File: src/rtl/taxi_meter_ctrl.sv
`timescale 1ns/1ps
// -----------------------------------------------------------------------------
// taxi_meter_ctrl
//
// Trip controller for a taxi meter. It tracks the trip state, turns wheel
// distance strobes and waiting-minute strobes into fare-increment requests,
// lets the flag fare absorb the first BASE_UNITS distance requests of each
// trip, and serialises the two request sources onto a single fare_inc strobe
// for the external fare accumulator.
//
// Parameters
//   STALL_CYC   clk cycles without wheel_tick before RUN drops into WAIT
//   WAIT_MIN    min_tick strobes in WAIT per waiting-fare request
//   DIST_UNIT   wheel_tick strobes per distance-fare request
//   BASE_UNITS  distance requests per trip covered by the flag fare
//
// Ports
//   clk         system clock, rising edge
//   rst_n       asynchronous active-low reset
//   start_btn   debounced synchronous level; rising edge starts a trip
//   stop_btn    debounced synchronous level; rising edge ends a trip
//   wheel_tick  one-cycle strobe per wheel distance increment
//   min_tick    one-cycle strobe per elapsed minute
//   state       00 IDLE, 01 RUN, 10 WAIT, 11 HOLD
//   trip_clr    one-cycle strobe clearing the external fare accumulator
//   fare_inc    one-cycle strobe requesting one fare increment
//   fare_src    source of the increment, valid with fare_inc
//               (0 = distance, 1 = waiting)
// -----------------------------------------------------------------------------
module taxi_meter_ctrl #(
    parameter logic [15:0] STALL_CYC  = 16'd50000,
    parameter logic [3:0]  WAIT_MIN   = 4'd10,
    parameter logic [7:0]  DIST_UNIT  = 8'd100,
    parameter logic [3:0]  BASE_UNITS = 4'd3
) (
    input  logic       clk,
    input  logic       rst_n,
    input  logic       start_btn,
    input  logic       stop_btn,
    input  logic       wheel_tick,
    input  logic       min_tick,
    output logic [1:0] state,
    output logic       trip_clr,
    output logic       fare_inc,
    output logic       fare_src
);

    typedef enum logic [1:0] {
        ST_IDLE = 2'b00,
        ST_RUN  = 2'b01,
        ST_WAIT = 2'b10,
        ST_HOLD = 2'b11
    } state_e;

    // -------------------------------------------------------------------------
    // State
    // -------------------------------------------------------------------------
    state_e      state_q,      state_d;
    logic        start_prev_q;
    logic        stop_prev_q;
    logic [15:0] stall_q,      stall_d;
    logic [3:0]  wait_cnt_q,   wait_cnt_d;
    logic [7:0]  dist_cnt_q,   dist_cnt_d;
    logic [3:0]  base_cnt_q,   base_cnt_d;
    logic        dist_pend_q,  dist_pend_d;
    logic        wait_pend_q,  wait_pend_d;
    logic        fare_inc_q,   fare_inc_d;
    logic        fare_src_q,   fare_src_d;

    // -------------------------------------------------------------------------
    // Decoded qualifiers
    // -------------------------------------------------------------------------
    logic start_edge;
    logic stop_edge;
    logic trip_active;   // RUN or WAIT: ticks are meaningful
    logic run_tick;      // wheel_tick that the trip accepts
    logic wait_tick;     // min_tick that the trip accepts
    logic dist_wrap;     // this wheel_tick completes a distance unit
    logic wait_wrap;     // this min_tick completes a waiting unit
    logic stall_hit;     // this RUN cycle is the STALL_CYC-th without a tick
    logic enter_run;
    logic dist_req;      // distance unit completed this cycle
    logic dist_charge;   // ... and it is not absorbed by the flag fare
    logic wait_req;      // waiting unit completed this cycle
    logic last_dist;     // fare_inc for distance is on the output now
    logic last_wait;     // fare_inc for waiting is on the output now
    logic grant_dist;
    logic grant_wait;

    // Edges are qualified against the registered previous level. The previous
    // registers come out of reset at 1, so a button held down across reset is
    // not mistaken for a fresh press.
    always_comb begin
        start_edge  = start_btn & ~start_prev_q;
        stop_edge   = stop_btn  & ~stop_prev_q;
        trip_active = (state_q == ST_RUN) || (state_q == ST_WAIT);
        run_tick    = trip_active && wheel_tick;
        wait_tick   = (state_q == ST_WAIT) && min_tick;
        // One extra bit keeps the +1 from wrapping when a unit is at the
        // top of its counter's range.
        dist_wrap   = ({1'b0, dist_cnt_q} + 9'd1)  == {1'b0, DIST_UNIT};
        wait_wrap   = ({1'b0, wait_cnt_q} + 5'd1)  == {1'b0, WAIT_MIN};
        stall_hit   = ({1'b0, stall_q}    + 17'd1) >= {1'b0, STALL_CYC};
    end

    // -------------------------------------------------------------------------
    // Trip FSM: next state and the trip_clr strobe
    // -------------------------------------------------------------------------
    // NOTE: every signal written in an always_comb gets a default at the top;
    // any path that skipped an assignment would otherwise infer a latch.
    always_comb begin
        state_d  = state_q;
        trip_clr = 1'b0;
        case (state_q)
            // Only a start press matters here, so a simultaneous stop press
            // loses automatically.
            ST_IDLE, ST_HOLD: begin
                if (start_edge) begin
                    state_d  = ST_RUN;
                    trip_clr = 1'b1;
                end
            end
            // Stop is checked first so it wins over a simultaneous start,
            // a wheel tick or a stall.
            ST_RUN: begin
                if (stop_edge) begin
                    state_d = ST_HOLD;
                end else if (!wheel_tick && stall_hit) begin
                    state_d = ST_WAIT;
                end
            end
            ST_WAIT: begin
                if (stop_edge) begin
                    state_d = ST_HOLD;
                end else if (wheel_tick) begin
                    state_d = ST_RUN;
                end
            end
            default: state_d = ST_IDLE;
        endcase
        enter_run = (state_d == ST_RUN) && (state_q != ST_RUN);
    end

    // -------------------------------------------------------------------------
    // Stall counter: consecutive tick-less RUN cycles, saturating
    // -------------------------------------------------------------------------
    always_comb begin
        stall_d = stall_q;
        if (enter_run || run_tick) begin
            stall_d = '0;
        end else if (state_q == ST_RUN) begin
            stall_d = stall_hit ? STALL_CYC : stall_q + 16'd1;
        end
    end

    // -------------------------------------------------------------------------
    // Distance, base and waiting counters
    // -------------------------------------------------------------------------
    always_comb begin
        dist_cnt_d = dist_cnt_q;
        dist_req   = 1'b0;
        if (trip_clr) begin
            dist_cnt_d = '0;
        end else if (run_tick) begin
            if (dist_wrap) begin
                dist_cnt_d = '0;
                dist_req   = 1'b1;
            end else begin
                dist_cnt_d = dist_cnt_q + 8'd1;
            end
        end
    end

    // The flag fare covers the first BASE_UNITS distance units of a trip;
    // those requests are swallowed here and never reach the arbiter.
    always_comb begin
        base_cnt_d  = base_cnt_q;
        dist_charge = 1'b0;
        if (trip_clr) begin
            base_cnt_d = '0;
        end else if (dist_req) begin
            if (base_cnt_q < BASE_UNITS) begin
                base_cnt_d = base_cnt_q + 4'd1;
            end else begin
                dist_charge = 1'b1;
            end
        end
    end

    // Counts only while stalled; it is not cleared on WAIT->RUN, so partial
    // minutes accumulate across several stalls of the same trip.
    always_comb begin
        wait_cnt_d = wait_cnt_q;
        wait_req   = 1'b0;
        if (trip_clr) begin
            wait_cnt_d = '0;
        end else if (wait_tick) begin
            if (wait_wrap) begin
                wait_cnt_d = '0;
                wait_req   = 1'b1;
            end else begin
                wait_cnt_d = wait_cnt_q + 4'd1;
            end
        end
    end

    // -------------------------------------------------------------------------
    // Pending flags and fare_inc arbiter
    // -------------------------------------------------------------------------
    // Distance has priority, but a source that drove fare_inc in the previous
    // cycle is skipped this cycle so the accumulator never sees two back-to-
    // back increments from one source. A grant is withheld while trip_clr is
    // high: the flags are being discarded with the old trip.
    always_comb begin
        last_dist  = fare_inc_q && !fare_src_q;
        last_wait  = fare_inc_q &&  fare_src_q;
        grant_dist = !trip_clr && dist_pend_q && !last_dist;
        grant_wait = !trip_clr && wait_pend_q && !last_wait && !grant_dist;

        fare_inc_d = grant_dist || grant_wait;
        fare_src_d = grant_wait;

        // A new request in the same cycle as a grant re-arms the flag, so
        // nothing is lost when a source is served and re-requests at once.
        if (trip_clr) begin
            dist_pend_d = 1'b0;
            wait_pend_d = 1'b0;
        end else begin
            dist_pend_d = (dist_pend_q && !grant_dist) || dist_charge;
            wait_pend_d = (wait_pend_q && !grant_wait) || wait_req;
        end
    end

    // -------------------------------------------------------------------------
    // Registers
    // -------------------------------------------------------------------------
    // NOTE: sequential state is updated with non-blocking assignments so every
    // register samples the pre-edge values regardless of statement order.
    always_ff @(posedge clk or negedge rst_n) begin
        if (!rst_n) begin
            state_q      <= ST_IDLE;
            start_prev_q <= 1'b1;
            stop_prev_q  <= 1'b1;
            stall_q      <= '0;
            wait_cnt_q   <= '0;
            dist_cnt_q   <= '0;
            base_cnt_q   <= '0;
            dist_pend_q  <= 1'b0;
            wait_pend_q  <= 1'b0;
            fare_inc_q   <= 1'b0;
            fare_src_q   <= 1'b0;
        end else begin
            state_q      <= state_d;
            start_prev_q <= start_btn;
            stop_prev_q  <= stop_btn;
            stall_q      <= stall_d;
            wait_cnt_q   <= wait_cnt_d;
            dist_cnt_q   <= dist_cnt_d;
            base_cnt_q   <= base_cnt_d;
            dist_pend_q  <= dist_pend_d;
            wait_pend_q  <= wait_pend_d;
            fare_inc_q   <= fare_inc_d;
            fare_src_q   <= fare_src_d;
        end
    end

    // -------------------------------------------------------------------------
    // Outputs
    // -------------------------------------------------------------------------
    // trip_clr is the only combinational output; it stays low in reset
    // because both edge detectors are held at "previous = 1".
    assign state    = state_q;
    assign fare_inc = fare_inc_q;
    assign fare_src = fare_src_q;

    // -------------------------------------------------------------------------
    // Invariants
    // -------------------------------------------------------------------------
    // Back-to-back strobes from one source would double-charge a single event.
    a_no_repeat_src : assert property (
        @(posedge clk) disable iff (!rst_n)
        (fare_inc_q && fare_inc_d) |-> (fare_src_q != fare_src_d)
    );

    // A trip can only be (re)started from IDLE or HOLD.
    a_clr_state : assert property (
        @(posedge clk) disable iff (!rst_n)
        trip_clr |-> ((state_q == ST_IDLE) || (state_q == ST_HOLD))
    );

endmodule

File: config.mk
export PLATFORM = sky130hd
export DESIGN_NAME = taxi_meter_ctrl
export DESIGN_NICKNAME = d
export VERILOG_FILES = /design/src/rtl/taxi_meter_ctrl.sv
export SDC_FILE = /design/constraint.sdc
export NUM_CORES = 1
export LEC_CHECK = 0
export ABC_AREA = 1
export BUFFER_PORTS_ARGS = -buffer_cell sky130_fd_sc_hd__buf_2
export CAP_MARGIN = 15
export CORE_MARGIN = 4
export CORE_UTILIZATION = 49
export CTS_CLUSTER_DIAMETER = 200
export CTS_CLUSTER_SIZE = 25
export DETAILED_ROUTE_END_ITERATION = 8
export PLACE_DENSITY = 0.69
export SYNTH_ARGS = -nofsm -noshare
export SYNTH_HDL_FRONTEND = slang
export SYNTH_SLANG_ARGS = --single-unit
export TNS_END_PERCENT = 20
File: constraint.sdc
create_clock -name clk -period 6.4 [get_ports clk]
set_input_delay 0.96 -clock clk [delete_from_list [all_inputs] [get_ports clk]]
set_output_delay 0.96 -clock clk [all_outputs]
set_load 0.02 [all_outputs]
Word-level counts from Yosys, hierarchy flattened
Index checks and enable logic that the tools add are counted.

Eq/ne operators: 7. $add $sub $neg: 7. Muxes and demuxes: 31. Reduce and logical (&&, ||, !) cells: 33. Bitwise operators: 4. Magnitude comparators: 2.

Operators with widths (number): two-way mux 16 bit (3); two-way mux 4 bit (6); two-way mux 8 bit (3); adder 16 x 1 -> 17 bit, second input constant (1); greater-or-equal comparator 17 x 16 -> 1 bit, second input constant (1); adder 16 x 1 -> 16 bit, second input constant (1); logical AND 1 bit (13); two-way mux 1 bit (13); two-way mux 2 bit (5); nonzero test 2 bit (5); adder 8 x 1 -> 9 bit, second input constant (1); == test 9 x 7 -> 1 bit, second input constant (1); adder 4 x 1 -> 4 bit, second input constant (2); adder 8 x 1 -> 8 bit, second input constant (1); logical NOT 1 bit (7); case mux 2 bit (3 select lines) (1); adder 4 x 1 -> 5 bit, second input constant (1); == test 5 x 4 -> 1 bit, second input constant (1); logical OR 1 bit (5); == test 2 x 1 -> 1 bit, second input constant (2); == test 2 bit, second input constant (2); < comparator 4 x 2 -> 1 bit, second input constant (1); AND 1 bit (2); logical NOT 2 bit (1); other kinds (4) (5).

Output and inout port bits: 5. Bits in registers: 40. Word-level logic and storage cells: 95.

Depth between registers and ports, before layout
Gate-level depths: netlist (run 1).

Depth in word-level cells: 13. Gate-level depth with buffers: 21. Gate-level depth less buffers: 20.

Worst setup path before layout (run 1)
No wires, ideal clock.

Kind: in2out. Start point: in start_btn. End point: out trip_clr. Setup slack: 3.980 ns. Stages on the path: 2. Arrival time: 1.460 ns. Buffers on the path: 0. Path through: nand2_1 -> nor2_1.

Longest elaborated chain between the ends: 3.

Ends and longest elaborated chain: start: declaration (line 38) `input logic start_btn,`; AND 1 bit (line 94) `start_edge = start_btn & ~start_prev_q;`; two-way mux 1 bit (line 118) `if (start_edge) begin`; two-way mux 1 bit (line 114) `case (state_q)`; end: declaration (line 43) `output logic trip_clr,`.

Every way passes these cells.

Final worst setup path (run 1)
Start point: reg state_q[0] (netlist: state[0]). End point: out trip_clr.

Longest elaborated chain between the ends: 3. Elaborated cells between the ends (all ways): 4. Those cells by class: eq/ne: 1; mux: 1; reduce/logical: 2.

Ends and longest elaborated chain: start: declaration (line 58) `state_e state_q, state_d;`; start signal: assignment (line 253) `state_q <= state_d;`; == test 2 bit / logical NOT 2 bit (equally long branches) (line 114); OR reduction 2 bit (*) (line 114); two-way mux 1 bit (*) (line 114).

Every way passes the cells marked *; elsewhere a longest branch is shown, timed or not.

==> impl_results.md, run 1 <==
* Total wire length at just under 5000 um
* Crit-path max FO at 6
* GRT Total Usage at 0.174
* Routed len/inst at ~12 um
* Crit share post-route at 0.425
* Worst r2r src: stall_q[1]
* CTS tree: done
* Postcts setup bufs at 0
* Hold Crit Start: base_cnt_q[2]
* Met2 Use GR at 0.257
* VDD IR max at roughly 0.52 mV
* Via density at roughly 5.1
* Worst-margin pin slew at 0.915 ns
* TritonCTS buffer count at 5
* Commonest register cell after synthesis: dfrtp_1
* Worst setup EP type: output pin
* Clock-pin slew on the worst setup and hold paths at around 0.080 ns
* Clock share of power at 0.184
* Count leader, synth: nand2_1
* Drt pass-1 iters at 4
* Worst flop-to-flop path endpoint: stall_q[1]
* I/O pins at 11
* Leakage power total at 1.21 nW
* H-tree level count at 2
* Seq cells post-synth at 40
* Critical Path AT at between 1.5 and 2 ns
* Post-detail-place hpwl at between 3000 and 4000 um
* Post-synth EDFFs at 0
* Final hold violations at 0
* Vias in the first global route at between 1500 and 2000
* Die Y at between 70 and 80 um
* Syn avg cell area at roughly 8 um2
* Power per cell area at ~350 nW/um2
* Share of the synthesized area in the top cell type at 0.377
* Setup TNS Final at 0 ns
* Switching share of power at 0.449
* Synthesized area at approximately 2500 um2
* Total core area at between 4000 and 5000 um2
* Synth cell types at 32
* Final Max Slew Viols at 0
* Port Buf Inserts at 10
* Via count at between 2000 and 2500
* Die ar. at between 6000 and 7000 um2
* CTS-repair resized insts at 0
* M1 GR Usage at 0.254
* Final setup fails at 0
* Crit path kind: reg2out
* Final GP Congestion at roughly 0.97
* Maxcap violations at 0
* Post-synth top area cell: dfrtp_1
* Post-layout min period at 2.72 ns
* Largest net degree at the start of global routing at a little over 40
* Post-Syn Nets at around 330
* Flop2flop setup slack at between 3 and 4 ns
* Root Buffer: clkbuf_8
* Post-route cell area at ~2700 um2
* Post-synth top cells: nand2_1, inv_1, dfrtp_1, nor2_1, nand3_1
* Type of origin of the critical path: register
* Int Power at around 0.00052 W
* Starting Density at 0.520
* Skew-Pair Late Insertion Delay at 0.29 ns
* Busiest grt layer: met2
* Worst Hold Class: reg2reg
* Final Skew at between 0.005 and 0.006 ns
* TritonCTS sink count at 40
* Worst slew margin relative to its limit at 0.390
* Share of layout cells above drive strength 1 at 0.145
* First-pass GRT wire length at between 8000 and 9000 um
* NetSw at around 0.00042 W
* Worst path required time at approximately 5.4 ns
* Max Freq at between 300 and 400 MHz
* Placed Area at between 2000 and 3000 um2
* Outcome: completed
* Syn-to-layout area delta at 7.29%
* Row count at 25
* Leading post-synthesis cells by cell area: dfrtp_1, nand2_1, inv_1
* Total gr overflow at 0
* Iter 0 DRT Violations at a little over 100
* Setup crit end: trip_clr
* Reg power frac at 0.374
* # nets final at ~340
* Critical Path Source: state[0]
* Antenna violations before repair at 0
* Max Root-Sink Buffers at 2
* Ys async rst share at 1.00
* R2R depth at 17
* Die extent in x at roughly 80 um
* Antenna-violating nets left at 0
* Met3 usage at 0.0361
* Combinational Power Share at 0.441
* Warnings, synthesis at 0
* Hold Buf Count CTS at 0
* Seq/Total Area, Yosys at 0.398
* Synth Instances at between 300 and 400
* ANT cells at 0
* Residual DRC at 0
* RSZ-0062 raised after global routing: no
[worst max-delay path, cell delays in order (launching register included)]
cell and delay, ns:
dfrtp_1 0.42, inv_1 0.08, ha_1 0.34, inv_1 0.08, nor2_1 0.31, buf_2 0.24
[logic make-up (layout without fill, tap and decap cells)]
family,Yosys count,in the layout,synth area share
xor+xnor,15,15,0.0521
flops,40,40,0.398
compound gates,38,38,0.0918
simple gates,164,164,0.330
buf+inv,53,66,0.0888
fa+ha+maj,8,8,0.0397
[cell usage in the layout (no fill, tap or decap)]
master | netlist | final
clkbuf_8 | 0 | 6
nand3_2 | 2 | 2
nor2_4 | 15 | 15
o21ai_1 | 1 | 1
a21oi_1 | 6 | 6
clkbuf_1 | 2 | 1
nor2_1 | 33 | 33
and2_1 | 1 | 1
inv_1 | 48 | 48
o31ai_1 | 1 | 1
nand4_1 | 6 | 6
buf_2 | 1 | 10
xnor2_1 | 5 | 5
a32o_1 | 1 | 1
nor4b_1 | 1 | 1
nand3_1 | 23 | 23
nand2_1 | 68 | 68
o41ai_1 | 1 | 1
o32ai_1 | 2 | 2
o22ai_1 | 15 | 15
nand2_4 | 1 | 1
o21ai_0 | 10 | 10
dfstp_2 | 2 | 2
clkinvlp_4 | 0 | 1
ha_1 | 8 | 8
dfrtp_1 | 38 | 38
nand3b_1 | 1 | 1
xor2_1 | 10 | 10
nand2_2 | 9 | 9
a21oi_2 | 1 | 1
nor2_2 | 1 | 1
nor3_1 | 3 | 3
[power by group through the flow]
stage | combinational, W | clock [W] | sequential [W]
global placement | 0.000414 | 0 | 0.000357
finish | 0.000416 | 0.000174 | 0.000353
global route | 0.000471 | 0.000193 | 0.000363
floorplan | 0.000369 | 0 | 0.000355
detailed placement | 0.000419 | 0 | 0.000356
CTS | 0.000420 | 0.000181 | 0.000353
[layout make-up]
| type | instances | area (um2) |
|---|---|---|
| flip-flops and latches | 40 | 1000 |
| inverters | 48 | 180 |
| clock inverters | 1 | 7.51 |
| well taps | 67 | 83.8 |
| fillers | 470 | 2140 |
| repair buffers | 10 | 50.0 |
| clock buffers | 7 | 86.3 |
| multi-input cells | 225 | 1290 |
[routing by layer]
| metal | wire length (um) | share of wire |
|---|---|---|
| met1 | 2500 | 0.52 |
| met4 | 42 | 0.0087 |
| met5 | 0 | 0 |
| met2 | 2130 | 0.44 |
| met3 | 154 | 0.032 |
[sequential cells by signal, indices dropped and copies added (netlist names)]
register / cells
wait_cnt_q: 4
base_cnt_q: 4
dist_pend_q: 1
fare_inc: 1
start_prev_q: 1
stall_q: 16
stop_prev_q: 1
state: 2
wait_pend_q: 1
fare_src: 1
dist_cnt_q: 8
[metrics by stage]
stage	total power (W)	setup slack [ns]	cells	utilization	hold slack, ns
floorplan	0.000724	3.98	318	-	0.437
global placement	0.000771	3.80	390	0.539	0.453
detailed placement	0.000775	3.76	390	0.539	0.464
CTS	0.000954	3.65	398	0.558	0.482
global route	0.00103	3.53	398	0.558	0.509
finish	0.000943	3.68	398	0.558	0.471
[worst min-delay path by stage]
stage	slack, ns	cells after the start	end
6_report	0.47	2	base_cnt_q[2]
5_1_grt	0.51	2	base_cnt_q[3]
4_1_cts	0.48	2	base_cnt_q[2]
3_5_place_dp	0.46	2	base_cnt_q[2]
3_3_place_gp	0.45	2	base_cnt_q[2]
2_1_floorplan	0.44	2	base_cnt_q[2]
No activity file was read; power rests on OpenSTA's default activity.
==> inputs of run 2 (changes only) <==
==> constraint.sdc (replaced) <==
create_clock -name clk -period 2.7 [get_ports clk]
set_input_delay 0.405 -clock clk [delete_from_list [all_inputs] [get_ports clk]]
set_output_delay 0.405 -clock clk [all_outputs]
set_load 0.02 [all_outputs]
==> run 2 against run 1 <==
Sequential share of layout area is 0.21 points lower. Via count shrank 1.8%. Utilization is 0.39 points higher. Total power increased by 140%. Die area did not move. Worst hold slack worse by 0.25 ns. Sequential cell count unchanged. Clock skew is 0.0044 ns higher. Cell count up 0.50%. Combinational power rose to 2.5 times the previous value. Wire length rose by 0.12%. Cell area grew 0.69%.
==> impl_results.md, run 2 (synthesis results as in run 1) <==
* TritonCTS buffer count at 5
* Die Y at around 80 um
* Max stage delay on crit path at a little over 0.4 ns
* Setup TNS Final at 0 ns
* Delay-heaviest family, CP: simple AND/OR/NAND/NOR gates
* Worst slew margin relative to its limit at 0.424
* Placed Area at between 2000 and 3000 um2
* Die extent in x at 79.8 um
* Slowest cell on the critical path: dfrtp_1
* Routed len/inst at roughly 12 um
* RSZ-0062 raised after global routing: no
* Antenna-violating nets left at 0
* WP buf/inv at 2
* Iter 0 DRT Violations at about 160
* Post-layout min period at 2.44 ns
* Outcome: completed
* Largest net degree at the start of global routing at 41
* Worst r2r src: stall_q[0]
* Worst-margin pin slew at between 0.8 and 0.9 ns
* Crit-path max FO at 11
* Vias in the first global route at 1895
* Final hold violations at 0
* Worst Hold Class: in2async
* Critical Path Source: stall_q[0]
* I/O pins at 11
* Critical Path AT at around 2.7 ns
* Leakage power total at 1.22 nW
* Power per cell area at between 800 and 900 nW/um2
* VDD IR max at about 0.72 mV
* Pre-CTS setup slack at ~0.22 ns
* Antenna violations before repair at 0
* Biggest regs: stall_q (16), dist_cnt_q (8)
* Skew-Pair Late Insertion Delay at around 0.30 ns
* GRT Total Usage at 0.173
* Via density at roughly 5.0
* H-tree level count at 2
* Total gr overflow at 0
* Worst setup EP type: register
* # nets final at roughly 350
* Crit path kind: reg2reg
* Final setup fails at 0
* Maxcap violations at 0
* Hold slack final at about 0.22 ns
* Fill cell count at between 400 and 500
* Worst path required time at 2.93 ns
* Type of origin of the critical path: register
* Row count at 25
* Via count at between 2000 and 2500
* CTS tree: done
* Max reg flops at 16
* FF/Latch Area at 1000 um2
* ANT cells at 0
* Starting Density at 0.520
* Final worst slack at ~0.26 ns
* Die ar. at approximately 6400 um2
* Post-route cell area at between 2000 and 3000 um2
* TritonCTS sink count at 40
* Most common cell after layout, fill and taps aside: nand2_1
* Share of layout cells above drive strength 1 at 0.156
* Final Max Slew Viols at 0
* Final GP Congestion at 0.893
* Root Buffer: clkbuf_8
* Area of the multi-input gates at approximately 1300 um2
* Top reg by flops: stall_q
* Total wire length at 4840 um
* Crit path cell chain: ha_2 > nand2_2 > nor2_4 > xnor2_1 > nand2_1 > nand2_1 > nand2_1 > nand3_1 > nand3_2 > inv_1 > nand2_1 > o22ai_1 > inv_1 > nor2_4
* Total core area at 4850 um2
* Max Freq at about 400 MHz
* Syn-to-layout area delta at 8.04%
* Most frequent CP cell: nand2_1
* Max Root-Sink Buffers at 2
* Drt pass-1 iters at 4
* Clock-pin slew on the worst setup and hold paths at about 0.080 ns
* Residual DRC at 0
* First-pass GRT wire length at about 8600 um
* Final Skew at 0.00998 ns
* Most frequent cells in the layout: nand2_1, inv_1, dfrtp_1
* Post-detail-place hpwl at approximately 3600 um
* Crit share post-route at 0.903
* Port Buf Inserts at 10
-- run 2: cell types whose count changed in the layout (fill, tap and decap cells not counted) --
cell,change
buf_4,+2
clkbuf_8,-1
clkinv_2,+1
dfrtp_1,-1
dfrtp_2,+1
ha_1,-1
ha_2,+1
nand2_4,-1
nand2_8,+1
-- run 2: worst paths after layout --
check                                      to  slack [ns]  cells past startpoint
max in group asynchronous          stall_q[1]        1.89                      1
worst max-delay path              stall_q[12]        0.26                     14
worst min register to register  base_cnt_q[3]        0.47                      2
min in group clk                 start_prev_q        0.22                      1
worst max register to register    stall_q[12]        0.26                     14
worst min-delay path            dist_cnt_q[2]        0.22                      1
-- run 2: power breakdown --
group | internal (W) | switching, W | total, W
sequential | 0.000719 | 0.000118 | 0.000838
combinational | 0.000329 | 0.000710 | 0.00104
clock | 0.000181 | 0.000211 | 0.000392
-- run 2: per-stage QoR --
stage	instances	power [W]	utilization
global route	400	0.00245	0.562
detailed placement	392	0.00186	0.542
floorplan	318	0.00172	-
global placement	392	0.00184	0.542
finish	400	0.00227	0.562
CTS	400	0.00226	0.559
-- run 2: repair_timing --
action,CTS,global route
setup endpoints to repair,0,16
hold buffers,0,0
buffers inserted,0,0
gates resized for setup,0,3
endpoints found under the hold margin,0,0
-- run 2: cell type report --
type                       count  share of cell area
multi-input combinational    225               0.479
inverter                      48              0.0661
sequential                    40               0.369
clock inverter                 2             0.00459
timing repair buffer          12              0.0239
tap                           67              0.0308
clock buffer                   6              0.0266
-- run 2: per-layer routing --
metal,global-route usage,vias to the layer above,share of wire
li1,-,1050,-
met1,0.259,911,0.52
met2,0.243,35,0.41
met3,0.0418,8,0.047
met4,0.0608,0,0.016
met5,0,-,0
==> inputs of run 3 (changes only) <==
--- a/config.mk
+++ b/config.mk
@@ -5,7 +5,7 @@
 export SDC_FILE = /design/constraint.sdc
 export NUM_CORES = 1
 export LEC_CHECK = 0
-export ABC_AREA = 1
+export ABC_AREA = 0
 export BUFFER_PORTS_ARGS = -buffer_cell sky130_fd_sc_hd__buf_2
 export CAP_MARGIN = 15
 export CORE_MARGIN = 4
==> run 3 against run 2 <==
Sequential cell count unchanged. First-iteration DRC count down 18%. Worst setup slack worse by 0.14 ns. Clock-buffer cell count unchanged. Wire length rose by 22%. Sequential power decreased by 9.2%. Via count increased by 15%. Highest routed layer unchanged.
==> impl_results.md, run 3 <==
* Outcome: completed
* Post-synth top area cell: dfrtp_1
* Die extent in x at ~80 um
* Most frequent cells in the layout: dfrtp_1, nand2_1, nor2_1
* First-pass GRT wire length at between 10000 and 15000 um
* Power per cell area at between 700 and 800 nW/um2
* Commonest register cell after synthesis: dfrtp_1
* Synth cell types at 59
* Final Max Slew Viols at 0
* Row count at 25
* ANT cells at 0
* H-tree level count at 2
* Share of the synthesized area in the top cell type at 0.374
* Max reg flops at 16
* Iter 0 DRT Violations at 130
* Seq/Total Area, Yosys at 0.395
* CTS tree: done
* Total core area at 4880 um2
* VDD IR max at approximately 0.44 mV
* TritonCTS sink count at 40
* Critical Path AT at 2.80 ns
* Worst path required time at between 2 and 3 ns
* Type of origin of the critical path: register
* Skew-Pair Late Insertion Delay at roughly 0.30 ns
* Hold slack final at approximately 0.21 ns
* # nets final at between 300 and 400
* Synth Instances at ~300
* Seq cells post-synth at 40
* Routed len/inst at ~15 um
* Via count at ~2300
* Crit-path max FO at 13
* Worst setup EP type: register
* Hold Buf Count CTS at 0
* Residual DRC at 0
* Worst slew margin relative to its limit at 0.407
* Total gr overflow at 0
* Setup TNS Final at 0 ns
* Post-Syn Nets at ~320
* Placed Area at ~2700 um2
* Postcts setup bufs at 0
* Final Skew at approximately 0.009 ns
* Post-layout min period at 2.58 ns
* Share of layout cells above drive strength 1 at 0.139
* Port Buf Inserts at 10
* Root Buffer: clkbuf_8
* Antenna violations before repair at 0
* Crit share post-route at 0.955
* Worst-margin pin slew at a little under 0.9 ns
* Leakage power total at approximately 1.2 nW
* Max Freq at 388 MHz
* Flop2flop setup slack at 0.12 ns
* Synthesized area at 2540 um2
* Most common cell after layout, fill and taps aside: dfrtp_1
* Top reg by flops: stall_q
* Antenna-violating nets left at 0
* Syn-to-layout area delta at 12.9%
* Worst Hold Class: in2reg
* Ys async rst share at 1.00
* Count leader, synth: dfrtp_1
* Total wire length at ~5900 um
* Starting Density at 0.521
* Die ar. at around 6400 um2
* Maxcap violations at 0
* Final setup fails at 0
* GRT Total Usage at 0.199
* Biggest regs: stall_q (16), dist_cnt_q (8)
* Syn avg cell area at 8.41 um2
* Warnings, synthesis at 0
* Leading post-synthesis cells by cell area: dfrtp_1, o21ai_0, nand2_1
* Drt pass-1 iters at 4
* Vias in the first global route at around 2200
* RSZ-0062 raised after global routing: no
* Max Root-Sink Buffers at 2
* Final hold violations at 0
* TritonCTS buffer count at 5
* Die Y at around 80 um
* I/O pins at 11
* Post-route cell area at 2870 um2
* Via density at 5.92
* Final Power at roughly 0.0021 W
* Crit path kind: reg2reg
* Post-synth EDFFs at 0
* Post-detail-place hpwl at around 4200 um
* Post-synth top cells: dfrtp_1, nand2_1, nor2_1, o21ai_0, inv_1
* Largest net degree at the start of global routing at 41
* Final GP Congestion at approximately 0.95
* Clock-pin slew on the worst setup and hold paths at around 0.09 ns
-- run 3: cell count changes in the layout (fill, tap and decap cells not counted), sizes merged, moves of 7 or more --
| cell | change |
|---|---|
| o21ai | +15 |
| nor3 | +8 |
| o22ai | -11 |
| inv | -31 |
| nor2 | -20 |
| nor4 | +7 |
| buf | +15 |
| nand2 | -46 |
| nand3 | -9 |
-- run 3: cell type report --
type	count	area, um2
flip-flops and latches	40	1000
fillers	440	2010
well taps	67	83.8
inverters	17	63.8
multi-input cells	231	1420
clock buffers	6	82.6
clock inverters	2	38.8
repair buffers	27	178
-- run 3: power breakdown --
| group | total [W] | internal, W | switching, W |
|---|---|---|---|
| sequential | 0.000761 | 0.000676 | 0.0000856 |
| combinational | 0.000780 | 0.000298 | 0.000483 |
| clock | 0.000530 | 0.000303 | 0.000228 |
| total | 0.00207 | 0.00128 | 0.000796 |
-- run 3: path summary, 6_finish.rpt --
check | start | end | cells after the start
worst min-delay path | start_btn | start_prev_q | 1
max in group asynchronous | rst_n | state[0] | 1
worst max register to register | stall_q[2] | stall_q[2] | 7
min in group asynchronous | rst_n | stall_q[9] | 1
worst max-delay path | stall_q[2] | stall_q[2] | 7
worst min register to register | fare_src | fare_inc | 1
-- run 3: routing by layer --
layer	track usage	up-vias	share of wire
met3	0.0429	8	0.045
met2	0.313	54	0.45
met5	0	-	0
met4	0.0574	0	0.011
met1	0.276	1105	0.49
li1	-	1142	-
-- run 3: kinds of logic after synthesis --
family,after synthesis,synth area share
xor+xnor,6,0.0207
mux,4,0.0162
compound gates,77,0.202
flops,40,0.395
fa+ha+maj,8,0.0394
buf+inv,31,0.0492
simple gates,136,0.278
-- run 3: timing repair --
action / 4_1_cts / 5_1_grt
gates resized for setup: 0 / 1
endpoints found under the setup margin: 0 / 5
hold endpoints to repair: 0 / 0
-- run 3: metrics by stage --
step                std cells   util  setup WS (ns)
floorplan                 302      -         0.0840
global placement          381  0.560          0.199
detailed placement        382  0.562          0.177
CTS                       390  0.587          0.158
global route              390  0.588         0.0250
finish                    390  0.588          0.121
-- run 3: worst max-delay path, stage by stage (launching register included) --
cell	delay, ns
dfrtp_1	0.57
and4_1	0.28
a211oi_1	0.09
or4_4	0.56
a211oi_4	0.35
o211a_1	0.40
nand3b_1	0.12
a31oi_1	0.16
